--- src/rtl/uart_regs_lite_if.sv ---
// uart_regs_lite_if: register bus from the Wishbone slave stage (we_i/re_i strobes, adr_i, dat8_i in, dat8_o out)
interface uart_regs_lite_if;
  logic       we_i;
  logic       re_i;
  logic [2:0] adr_i;
  logic [7:0] dat8_i;
  logic [7:0] dat8_o;
  modport master (output we_i, re_i, adr_i, dat8_i, input dat8_o);
  modport slave (input we_i, re_i, adr_i, dat8_i, output dat8_o);
endinterface

--- src/rtl/uart_regs_lite.sv ---
// uart_regs_lite: 16550-style register file with TX/RX byte FIFOs; ports clk, wb_rst_i, bus (uart_regs_lite_if.slave), tx_data_o/tx_valid_o/tx_ready_i/tx_busy_i, rx_data_i/rx_valid_i, int_o; define UART_FIFO_LEVEL_EN to read TX/RX levels at addresses 4/6
module uart_regs_lite #(
  parameter int FIFO_DEPTH = 16
) (
  input  logic              clk,
  input  logic              wb_rst_i,
  uart_regs_lite_if.slave   bus,
  output logic [7:0]        tx_data_o,
  output logic              tx_valid_o,
  input  logic              tx_ready_i,
  input  logic              tx_busy_i,
  input  logic [7:0]        rx_data_i,
  input  logic              rx_valid_i,
  output logic              int_o
);
  localparam int AW = $clog2(FIFO_DEPTH);
  localparam logic [AW:0] FULL = (AW+1)'(FIFO_DEPTH);
  logic [7:0]    tx_mem [FIFO_DEPTH];
  logic [7:0]    rx_mem [FIFO_DEPTH];
  logic [AW-1:0] tx_wp, tx_rp, rx_wp, rx_rp;
  logic [AW:0]   tx_lvl, rx_lvl;
  logic [1:0]    ier;
  logic [7:0]    lcr, scr;
  logic          oe;
  logic          wr, rd, tx_push, tx_pop, rx_push, rx_pop, tx_clr, rx_clr;
  logic          rx_full, dr, thre, oe_set, oe_clr;
  logic [7:0]    rbr, iir, lsr;
  // a write strobe masks a simultaneous read strobe entirely
  assign wr      = bus.we_i;
  assign rd      = bus.re_i & ~bus.we_i;
  assign dr      = rx_lvl != '0;
  assign thre    = tx_lvl == '0;
  assign rx_full = rx_lvl == FULL;
  assign tx_valid_o = ~thre;
  assign tx_data_o  = tx_mem[tx_rp];
  assign tx_push = wr & bus.adr_i == 3'd0 & tx_lvl != FULL;
  assign tx_pop  = tx_valid_o & tx_ready_i;
  assign rx_pop  = rd & bus.adr_i == 3'd0 & dr;
  // a full RX FIFO still accepts a byte when the head leaves in the same cycle
  assign rx_push = rx_valid_i & (~rx_full | rx_pop);
  assign oe_set  = rx_valid_i & rx_full & ~rx_pop;
  assign oe_clr  = rd & bus.adr_i == 3'd5;
  assign tx_clr  = wr & bus.adr_i == 3'd2 & bus.dat8_i[2];
  assign rx_clr  = wr & bus.adr_i == 3'd2 & bus.dat8_i[1];
  assign rbr = dr ? rx_mem[rx_rp] : 8'h00;
  assign iir = (ier[0] & dr) ? 8'hC4 : (ier[1] & thre) ? 8'hC2 : 8'hC1;
  assign lsr = {1'b0, thre & ~tx_busy_i, thre, 3'b000, oe, dr};
  always_comb begin
    bus.dat8_o = 8'h00;
    case (bus.adr_i)
      3'd0: bus.dat8_o = rbr;
      3'd1: bus.dat8_o = {6'b0, ier};
      3'd2: bus.dat8_o = iir;
      3'd3: bus.dat8_o = lcr;
`ifdef UART_FIFO_LEVEL_EN
      3'd4: bus.dat8_o = 8'(tx_lvl);
      3'd6: bus.dat8_o = 8'(rx_lvl);
`endif
      3'd5: bus.dat8_o = lsr;
      3'd7: bus.dat8_o = scr;
      default: bus.dat8_o = 8'h00;
    endcase
  end
  // storage needs no reset: pointers and levels define what is valid
  always_ff @(posedge clk) begin
    if (tx_push) tx_mem[tx_wp] <= bus.dat8_i;
    if (rx_push) rx_mem[rx_wp] <= rx_data_i;
  end
  always_ff @(posedge clk) begin
    if (wb_rst_i || tx_clr) begin
      tx_wp  <= '0;
      tx_rp  <= '0;
      tx_lvl <= '0;
    end else begin
      tx_wp  <= tx_wp + AW'(tx_push);
      tx_rp  <= tx_rp + AW'(tx_pop);
      tx_lvl <= tx_lvl + (AW+1)'(tx_push) - (AW+1)'(tx_pop);
    end
    if (wb_rst_i || rx_clr) begin
      rx_wp  <= '0;
      rx_rp  <= '0;
      rx_lvl <= '0;
      oe     <= 1'b0;
    end else begin
      rx_wp  <= rx_wp + AW'(rx_push);
      rx_rp  <= rx_rp + AW'(rx_pop);
      rx_lvl <= rx_lvl + (AW+1)'(rx_push) - (AW+1)'(rx_pop);
      oe     <= oe_set | (oe & ~oe_clr);
    end
  end
  always_ff @(posedge clk) begin
    if (wb_rst_i) begin
      ier   <= 2'b00;
      lcr   <= 8'h03;
      scr   <= 8'h00;
      int_o <= 1'b0;
    end else begin
      ier   <= (wr && bus.adr_i == 3'd1) ? bus.dat8_i[1:0] : ier;
      lcr   <= (wr && bus.adr_i == 3'd3) ? bus.dat8_i : lcr;
      scr   <= (wr && bus.adr_i == 3'd7) ? bus.dat8_i : scr;
      int_o <= (ier[0] & dr) | (ier[1] & thre);
    end
  end
endmodule

--- src/flat_wrapper.sv ---
// flat-port wrapper written by rule: the top's interface ports become plain ports
module uart_regs_lite_flat 
#(
  parameter int FIFO_DEPTH = 16
)
  (clk, wb_rst_i, tx_data_o, tx_valid_o, tx_ready_i, tx_busy_i, rx_data_i, rx_valid_i, int_o, bus_we_i, bus_re_i, bus_adr_i, bus_dat8_i, bus_dat8_o);
  uart_regs_lite_if bus_i ();
  input  logic clk;
  input  logic wb_rst_i;
  output logic [7:0] tx_data_o;
  output logic tx_valid_o;
  input  logic tx_ready_i;
  input  logic tx_busy_i;
  input  logic [7:0] rx_data_i;
  input  logic rx_valid_i;
  output logic int_o;
  input wire logic [$bits(bus_i.we_i)-1:0] bus_we_i;
  input wire logic [$bits(bus_i.re_i)-1:0] bus_re_i;
  input wire logic [$bits(bus_i.adr_i)-1:0] bus_adr_i;
  input wire logic [$bits(bus_i.dat8_i)-1:0] bus_dat8_i;
  output wire logic [$bits(bus_i.dat8_o)-1:0] bus_dat8_o;
  assign bus_i.we_i = bus_we_i;
  assign bus_i.re_i = bus_re_i;
  assign bus_i.adr_i = bus_adr_i;
  assign bus_i.dat8_i = bus_dat8_i;
  assign bus_dat8_o = bus_i.dat8_o;
  uart_regs_lite #(.FIFO_DEPTH(FIFO_DEPTH)) u_core (.clk(clk), .wb_rst_i(wb_rst_i), .bus(bus_i), .tx_data_o(tx_data_o), .tx_valid_o(tx_valid_o), .tx_ready_i(tx_ready_i), .tx_busy_i(tx_busy_i), .rx_data_i(rx_data_i), .rx_valid_i(rx_valid_i), .int_o(int_o));
endmodule
--- config.mk ---
export PLATFORM = sky130hd
export DESIGN_NAME = uart_regs_lite_flat
export DESIGN_NICKNAME = d
export VERILOG_FILES = /design/src/rtl/uart_regs_lite_if.sv /design/src/rtl/uart_regs_lite.sv /design/src/flat_wrapper.sv
export SDC_FILE = /design/constraint.sdc
export NUM_CORES = 1
export LEC_CHECK = 0
export CORE_ASPECT_RATIO = 1.5
export CORE_MARGIN = 2
export CORE_UTILIZATION = 30
export CTS_CLUSTER_DIAMETER = 150
export CTS_CLUSTER_SIZE = 28
export DETAILED_ROUTE_END_ITERATION = 8
export GPL_TIMING_DRIVEN = 0
export PLACE_DENSITY = 0.54
export RECOVER_POWER = 25
export SYNTH_ARGS = -nofsm -noshare
export SYNTH_HDL_FRONTEND = slang
export SYNTH_SLANG_ARGS = --single-unit
--- constraint.sdc ---
create_clock -name clk -period 4.4 [get_ports clk]
set_input_delay 0.66 -clock clk [delete_from_list [all_inputs] [get_ports clk]]
set_output_delay 0.66 -clock clk [all_outputs]
set_load 0.01 [all_outputs]
After elaboration in Yosys (flattened, before gate mapping)

Memory sizes are Yosys's and may differ from the RTL's. A register that Yosys moved wholly into a read port is not among the register bits.
Index checks and enable logic that the tools add are counted.

Register bits: 46
Memory bits (writable): 256
Input bits: 26
Output and inout bits: 18
Word-level logic and storage cells: 72
Memories kept: 2

Memory list:

| memory        | depth | width | rd ports | clocked after Yosys merged registers in | wr ports | line                 | source |
|---|---|---|---|---|---|---|---|
| u_core.rx_mem | 16    | 8     | 1        | 1                                       | 1        | uart_regs_lite.sv:19 | `logic [7:0] rx_mem [FIFO_DEPTH];` |
| u_core.tx_mem | 16    | 8     | 1        | 1                                       | 1        | uart_regs_lite.sv:18 | `logic [7:0] tx_mem [FIFO_DEPTH];` |

$add $sub $neg: 8
Equal/unequal tests: 7
Multiplexer cells: 10
Bitwise gates (word level): 26
Reduce and logical (&&, ||, !) cells: 8

Operator list:

| operator                                       | number |
|---|---|
| case mux 8 bit (6 select lines)                | 1 |
| bitwise AND 1 bit                              | 17 |
| adder 4 x 1 -> 4 bit                           | 4 |
| two-way mux 8 bit                              | 2 |
| adder 5 x 1 -> 5 bit                           | 2 |
| subtractor 5 x 1 -> 5 bit                      | 2 |
| two-way mux 4 bit                              | 2 |
| == test 3 x 2 -> 1 bit (second input constant) | 2 |
| == test 3 bit (second input constant)          | 2 |
| NOT 1 bit                                      | 6 |
| == test 5 bit (second input constant)          | 1 |
| zero test 5 bit                                | 1 |
| inequality test 5 bit (second input constant)  | 1 |
| nonzero test 5 bit                             | 1 |
| two-way mux 1 bit                              | 4 |
| == test 3 x 1 -> 1 bit (second input constant) | 1 |
| logical AND 1 bit                              | 3 |
| zero test 3 bit                                | 1 |
| bitwise OR 1 bit                               | 3 |
| logical OR 1 bit                               | 2 |
| two-way mux 2 bit                              | 1 |

Longest topological paths before layout

Gate-level depths: netlist (run 1).

Depth in word-level cells: 8
Mapped depth: 14
Depth with buffers taken out: 13

Worst setup path before layout (run 1)

No wires, ideal clock.

Kind: in2reg
From: input port bus_adr_i[1]
To: register u_core.rx_lvl[4]
Setup time: 130 ps
Arrival time: 3188 ps
Required time: 4270 ps
Setup slack: 1082 ps
Cell stages on the path: 14
Cells stage by stage: buf_2 > or3_4 > buf_6 > or3_1 > buf_2 > or2_4 > nand2_1 > ha_1 > inv_1 > fa_1 > nand2b_1 > a21oi_1 > o21ai_0 > nor3b_1

Longest elaborated chain between the ends: 7
Elaborated cells between the ends (all ways): 11
Classes of those cells: add/sub: 2; eq/ne: 1; bitwise: 6; reduce/logical: 2

Ends and longest elaborated chain:

| element                        | line                 | source |
|---|---|---|
| start: declaration             | flat_wrapper.sv:19   | `input wire logic [$bits(bus_i.adr_i)-1:0] bus_adr_i;` |
| zero test 3 bit                | uart_regs_lite.sv:38 | `assign rx_pop = rd & bus.adr_i == 3'd0 & dr;` |
| bitwise AND 1 bit (2 in a row) | uart_regs_lite.sv:38 |  |
| bitwise OR 1 bit               | uart_regs_lite.sv:40 | `assign rx_push = rx_valid_i & (~rx_full \| rx_pop);` |
| bitwise AND 1 bit              | uart_regs_lite.sv:40 |  |
| adder 5 x 1 -> 5 bit           | uart_regs_lite.sv:87 | `rx_lvl <= rx_lvl + (AW+1)'(rx_push) - (AW+1)'(rx_pop);` |
| subtractor 5 x 1 -> 5 bit      | uart_regs_lite.sv:87 |  |
| end signal: assignment         | uart_regs_lite.sv:87 |  |
| end: declaration               | uart_regs_lite.sv:21 | `logic [AW:0] tx_lvl, rx_lvl;` |

Several ways; a longest one is shown, not always the timed one.
A chain may end at the register's enable or synchronous reset.

==> run metrics, run 1 <==
outcome complete, no violations; DP Wirelength 19520 um; Via density 4.919; detailed-route via count 6395; metal2 WL 15410 um; clock tree buffer depth 3; Finished Cell Area 13930 um^2; CTS tree built; Worst Setup Start Kind flop; Worst Path Required 3740 ps; Post-Syn Area per Cell 17.09 um^2; Rows 90; critical path type reg2out; first-pass GRT wire length ~42000 um; Max FO, Critical Path 10; DRT antenna net count 0; final hold violations 0; DIE HEIGHT 252.2 um; htree depth 1; leak pwr 4.219 nW; most common cell in the netlist edfxtp_1; worst-case reg-to-reg path depth 14; Worst Skew between 15 and 20 ps; Overall Global Routing Usage 13.05%; grt total ovfl 0; Final GP Congestion between 0.7 and 0.8; predominant post-synthesis flop cell edfxtp_1; Non-Filler Instances 1300; most area-consuming cells after synthesis edfxtp_1 (62%), mux4_2 (12%), dfxtp_1 (7.5%), mux2i_1 (2.2%), nor2_1 (1.7%); Top Ports 44; fmax between 200 and 250 MHz; max cap viols 0; worst ir drop on vdd 261.9 uV; Pwr per Cell Area around 420 nW/um^2; post-placement cell area 13500 um^2; initial core utilization between 30% and 40%; PnR worst setup slack 276.1 ps; Net Sw Frac around 25%; Seq pwr share 55.4%; Setup Buffers After CTS 0; Arr. time, crit path 3460 ps; share of cells above drive strength 1 17.00%; placed instance count roughly 1300; pin count of the biggest net entering global routing 30; Tcrit/Tclk final 93.73%; Synth-to-Final Area Change 13.07%; RSZ-0062 raised after global routing false; post-synth top area cell edfxtp_1; DR top layer met5; Combinational Power Share a little under a fifth; wire per inst between 20 and 25 um; min-delay worst type reg2reg; core area 40430 um^2; total negative setup slack 0 ps; final setup fails 0; # nets final 830; Synth warnings 0; Residual DRC 0; Clk Latency, worst-skew pair roughly 500 ps; cells after synthesis 721; antenna fix cells 0; P_int between 4 and 5 mW; sequential cell area between 8000 and 9000 um^2; Detailed Route Iter0 Violations 384; die area 42730 um^2; cell area after synthesis roughly 12000 um^2; Hold Slack 466.1 ps; TritonCTS Buffers 14; syn_nets 765; Multi-input gate area between 3000 and 4000 um^2; Clk pwr share between 20% and 30%; CTS clk-pin slew, worst paths 110 ps; drt total wl 27660 um; clk root buf clkbuf_16; Post-Route M1 WL 10880 um; switching power total 1.483 mW; Yosys reg bits 302; max-slew violations 0; DR pass1 iterations 5; Worst Max-Slew Pin Slew roughly 1200 ps; met3 wire len 925 um; Post-synth top cells edfxtp_1 (256), mux4_2 (68), nor2_1 (55); share of flip-flops with an asynchronous set or reset after synthesis 0%; CTS Sinks just over 300; Hold Path Cell Cnt 2; number of port buffers 39; number of synthesized flops with an enable pin ~260; dpl ws 484.8 ps; initial antenna violation count 2; cts hold-fix bufs 0; Yosys top cell area share 62.40%; Final min period 4124 ps; final core occ between 30% and 40%; sequential-to-total area share from yosys stat 69.88%; die width 169.5 um; Tot Pwr 5.856 mW; Fill cells 3819; Slew HR about a fifth; Distinct cells, synth 56; vias in the first global route 6628; CP Capture Type output port
## registers in the layout, summed over array words and instances (netlist names)
name,count
u_core.rx_mem,128
u_core.tx_mem,128
u_core.lcr,8
u_core.scr,8
u_core.rx_lvl,5
u_core.tx_lvl,5
u_core.rx_rp,4
u_core.rx_wp,4
u_core.tx_rp,4
u_core.tx_wp,4
u_core.ier,2
u_core.int_o,1
u_core.oe,1
## cells in the final DEF (no fill, tap or decap), types with 7 or more instances in the layout
master           Yosys  layout
nor2_1              55      55
o21ai_0              8       8
inv_1               18      18
nor4_2               0       7
mux2i_1             27      27
clkbuf_16            0      15
buf_2               14      14
clkdlybuf4s50_1      0      30
edfxtp_1           256     256
nand2b_1             7       7
ha_1                16      16
and2_1              11      11
mux4_2              68      68
nand2_1             34      34
clkbuf_1            19      27
a21oi_1             15      15
dlygate4sd3_1        0       9
dfxtp_1             46      46
xnor2_1             10      10
nand3_1             14      14
## power by group through the flow
stage          clock network, mW  registers, mW  logic (mW)
6_report                    1.52           3.24        1.10
5_1_grt                     1.66           3.26        1.21
4_1_cts                     1.57           3.24        1.13
3_5_place_dp                   0           3.31        1.12
3_3_place_gp                   0           3.31        1.09
2_1_floorplan                  0           3.29       0.747
## cells by family after synthesis
kind of cell / share of synthesized area, %
adders and majority gates: 1.950
xor gates and xnor gates: 1.137
DFF: 69.88
AOI/OAI and AO/OA: 2.752
muxes: 14.81
buffers and inverters: 2.031
and+or+nand+nor: 7.445
## area by class of cell
cell class | instances | area share [%]
Timing Repair Buffer | 49 | 3.449
Buffer | 40 | 1.311
Sequential cell | 302 | 61.80
Tap cell | 506 | 4.545
Multi-Input combinational cell | 361 | 25.44
Clock inverter | 1 | 0.06288
Clock buffer | 23 | 2.910
Inverter | 18 | 0.4850
## layer usage
| layer | global-route usage (%) | vias to the layer above |
|---|---|---|
| met5 | 0 | - |
| met1 | 15.38 | 3321 |
| li1 | - | 2935 |
| met4 | 2.589 | 4 |
| met3 | 1.707 | 27 |
| met2 | 25.15 | 108 |
## critical path: stages (launching register included)
cell and delay, ps:
dfxtp_1 430, buf_1 520, inv_1 340, nor4_2 640, a221oi_1 270, o21ai_0 180
clkdlybuf4s50_1 580
## final timing paths
path,startpoint,end,slack (ps)
worst min register to register,u_core.scr[1]$_SDFFE_PP0P_,u_core.scr[1]$_SDFFE_PP0P_,470
worst max register to register,u_core.rx_lvl[2]$_SDFF_PP0_,u_core.rx_lvl[4]$_SDFF_PP0_,1390
worst max-delay path,u_core.rx_rp[0]$_SDFF_PP0_,bus_dat8_o[4],280
worst min-delay path,u_core.scr[1]$_SDFFE_PP0P_,u_core.scr[1]$_SDFFE_PP0P_,470
## timing repair
item	CTS	global route
setup endpoints to repair	3	0
gates resized for setup	2	0
hold endpoints to repair	0	0
(Power assumes the default switching activity.)
==> inputs of run 2 (changes only) <==
CTS_CLUSTER_DIAMETER = default   (was 150)
TNS_END_PERCENT = 5   (was default)
clock period = 5.1 ns   (was 4.4 ns; I/O delays follow)
==> run 2 against run 1 <==
Net effect:
- critical path depth stayed put
- utilization is 1.6 points higher
- first-iteration DRC count is 7.3% higher
- combinational power is 14% lower
- largest cell class unchanged
- total power is 3.5% higher
==> run metrics, run 2 (synthesized netlist as in run 1, its figures left out) <==
Worst Max-Slew Pin Slew 1206 ps (-3.567 ps); DR pass1 iterations 5 (unchanged); initial antenna violation count 2 (unchanged); most frequent cells in the layout edfxtp_1 (256), mux4_2 (68), nor2_1 (55); outcome complete, no violations; CTS tree built; Worst Setup Start Kind flop; core area 40430 um^2 (unchanged); CTS resizes 0 (-2); clk root buf clkbuf_16; critical path type reg2out; Non-Filler Instances 1334 (+2.6%); Worst Skew 7.237 ps (-11.08 ps); clock tree buffer depth 3 (unchanged); Hold Path Cell Cnt 2 (unchanged); die width 169.5 um (unchanged); Tcrit/Tclk final 88.74%; Worst Path Required 4340 ps (+600 ps); worst ir drop on vdd 280.6 uV (+7.1%); Rows 90 (unchanged); DRT antenna net count 0 (unchanged); Synth-to-Final Area Change 18.23%; # nets final 847 (+2.0%); total negative setup slack 0 ps (unchanged); worst-path cell chain buf_1 > inv_1 > nor4_1 > a221oi_1 > o21ai_0 > clkdlybuf4s50_1; min-delay worst type reg2reg; final hold violations 0 (unchanged); Overall Global Routing Usage 13.19% (+0.14 points); antenna fix cells 0 (unchanged); biggest regs u_core.rx_mem: 128 flops, u_core.tx_mem: 128 flops; Max FO, Critical Path 10 (unchanged); initial core utilization 30.47% (unchanged); Residual DRC 0 (unchanged); Via density 4.885 (-0.69%); post-placement cell area 13500 um^2 (unchanged); Slew HR 19.29% (+0.24 points); die area 42730 um^2 (unchanged); Final min period about 4500 ps; DP Wirelength 19520 um (unchanged); Setup Buffers After CTS 0 (unchanged); Tot Pwr 6.061 mW (+3.5%); pin count of the biggest net entering global routing 22 (-27%); max-slew violations 0 (unchanged); CTS Sinks 302 (unchanged); final setup fails 0 (unchanged); first-pass GRT wire length 42280 um (+1.2%); Max stage delay cell, worst path nor4_1; Top Ports 44 (unchanged); vias in the first global route 6747 (+1.8%); drt total wl 27860 um (+0.73%); worst-case reg-to-reg path depth 14 (unchanged); grt total ovfl 0 (unchanged); Clk Latency, worst-skew pair 560 ps (+60 ps); Detailed Route Iter0 Violations 412 (+7.3%); leak pwr 4.545 nW (+7.7%); cts hold-fix bufs 0 (unchanged); DIE HEIGHT 252.2 um (unchanged); CP Capture Type output port; Finished Cell Area 14570 um^2 (+4.6%); critical path's largest stage delay 870 ps (+230 ps); htree depth 1 (unchanged); wire per inst 20.88 um (-1.8%); placed instance count 1276 (unchanged); number of port buffers 39 (unchanged); commonest non-fill, non-tap cell in the layout edfxtp_1; detailed-route via count 6517 (+1.9%); Arr. time, crit path 3760 ps (+300 ps); share of cells above drive strength 1 20.29% (+3.3 points); TritonCTS Buffers 31 (+17); fmax ~220 MHz; max cap viols 0 (unchanged); RSZ-0062 raised after global routing false; Pwr per Cell Area 416.1 nW/um^2 (-1.0%); CTS clk-pin slew, worst paths 60 ps (-50 ps); final core occ 36.03% (+1.6 points); Final GP Congestion 0.7731 (unchanged)
-- run 2: cell count changes in the layout (fill, tap and decap cells not counted), sizes merged --
cell / previous run / this run
clkinv: 1 / 9
clkdlybuf4s50: 30 / 29
dlygate4sd3: 9 / 10
inv: 18 / 19
bufinv: 0 / 3
clkbuf: 42 / 63
clkinvlp: 0 / 1
-- run 2: layout make-up --
cell class / instances / area [um^2]
fillers: 3752 / 25860
clock buffers: 44 / 914.6
flip-flops and latches: 302 / 8608
inverters: 18 / 67.56
repair buffers: 49 / 480.5
multi-input cells: 361 / 3531
well taps: 506 / 633.1
clock inverters: 14 / 147.6
plain buffers: 40 / 182.7
-- run 2: layer usage --
layer	wire (um)	up-vias	global-route usage, %
met5	29	-	0
met2	15410	111	25.13
li1	-	2997	-
met1	10890	3361	15.42
met3	978	44	2.067
met4	554	4	3.004
-- run 2: path summary, 6_finish.rpt --
check	from	end	slack, ps
max	u_core.rx_rp[0]$_SDFF_PP0_	bus_dat8_o[4]	570
min	u_core.scr[3]$_SDFFE_PP0P_	u_core.scr[3]$_SDFFE_PP0P_	460
max reg2reg	u_core.rx_lvl[3]$_SDFF_PP0_	u_core.rx_lvl[4]$_SDFF_PP0_	1750
min reg2reg	u_core.scr[3]$_SDFFE_PP0P_	u_core.scr[3]$_SDFFE_PP0P_	460
-- run 2: stage by stage --
step	hold slack [ps]	setup slack, ps
finish	458.4	574.2
global route	477.3	432.6
CTS	459.7	454.5
detailed placement	451.4	1016
global placement	444.0	550.1
floorplan	433.2	1677
-- run 2: worst max-delay path, delay by kind of cell (launching register included) --
kind / cells / cell delay (ps)
buffers and inverters: 3 / 1410
and+or+nand+nor: 1 / 870
DFF: 1 / 400
AOI/OAI and AO/OA: 2 / 510
-- run 2: where the power goes --
group | internal, mW | switching (mW) | total [mW]
logic | 0.459 | 0.484 | 0.942
clock network | 1.39 | 0.927 | 2.32
registers | 2.76 | 0.0437 | 2.80
total | 4.61 | 1.45 | 6.06
==> inputs of run 3 (changes only) <==
HOLD_SLACK_MARGIN = 0.06   (was default)
==> results of run 3 <==
Same layout as run 2: the final DEF is identical, and so are final timing and power.
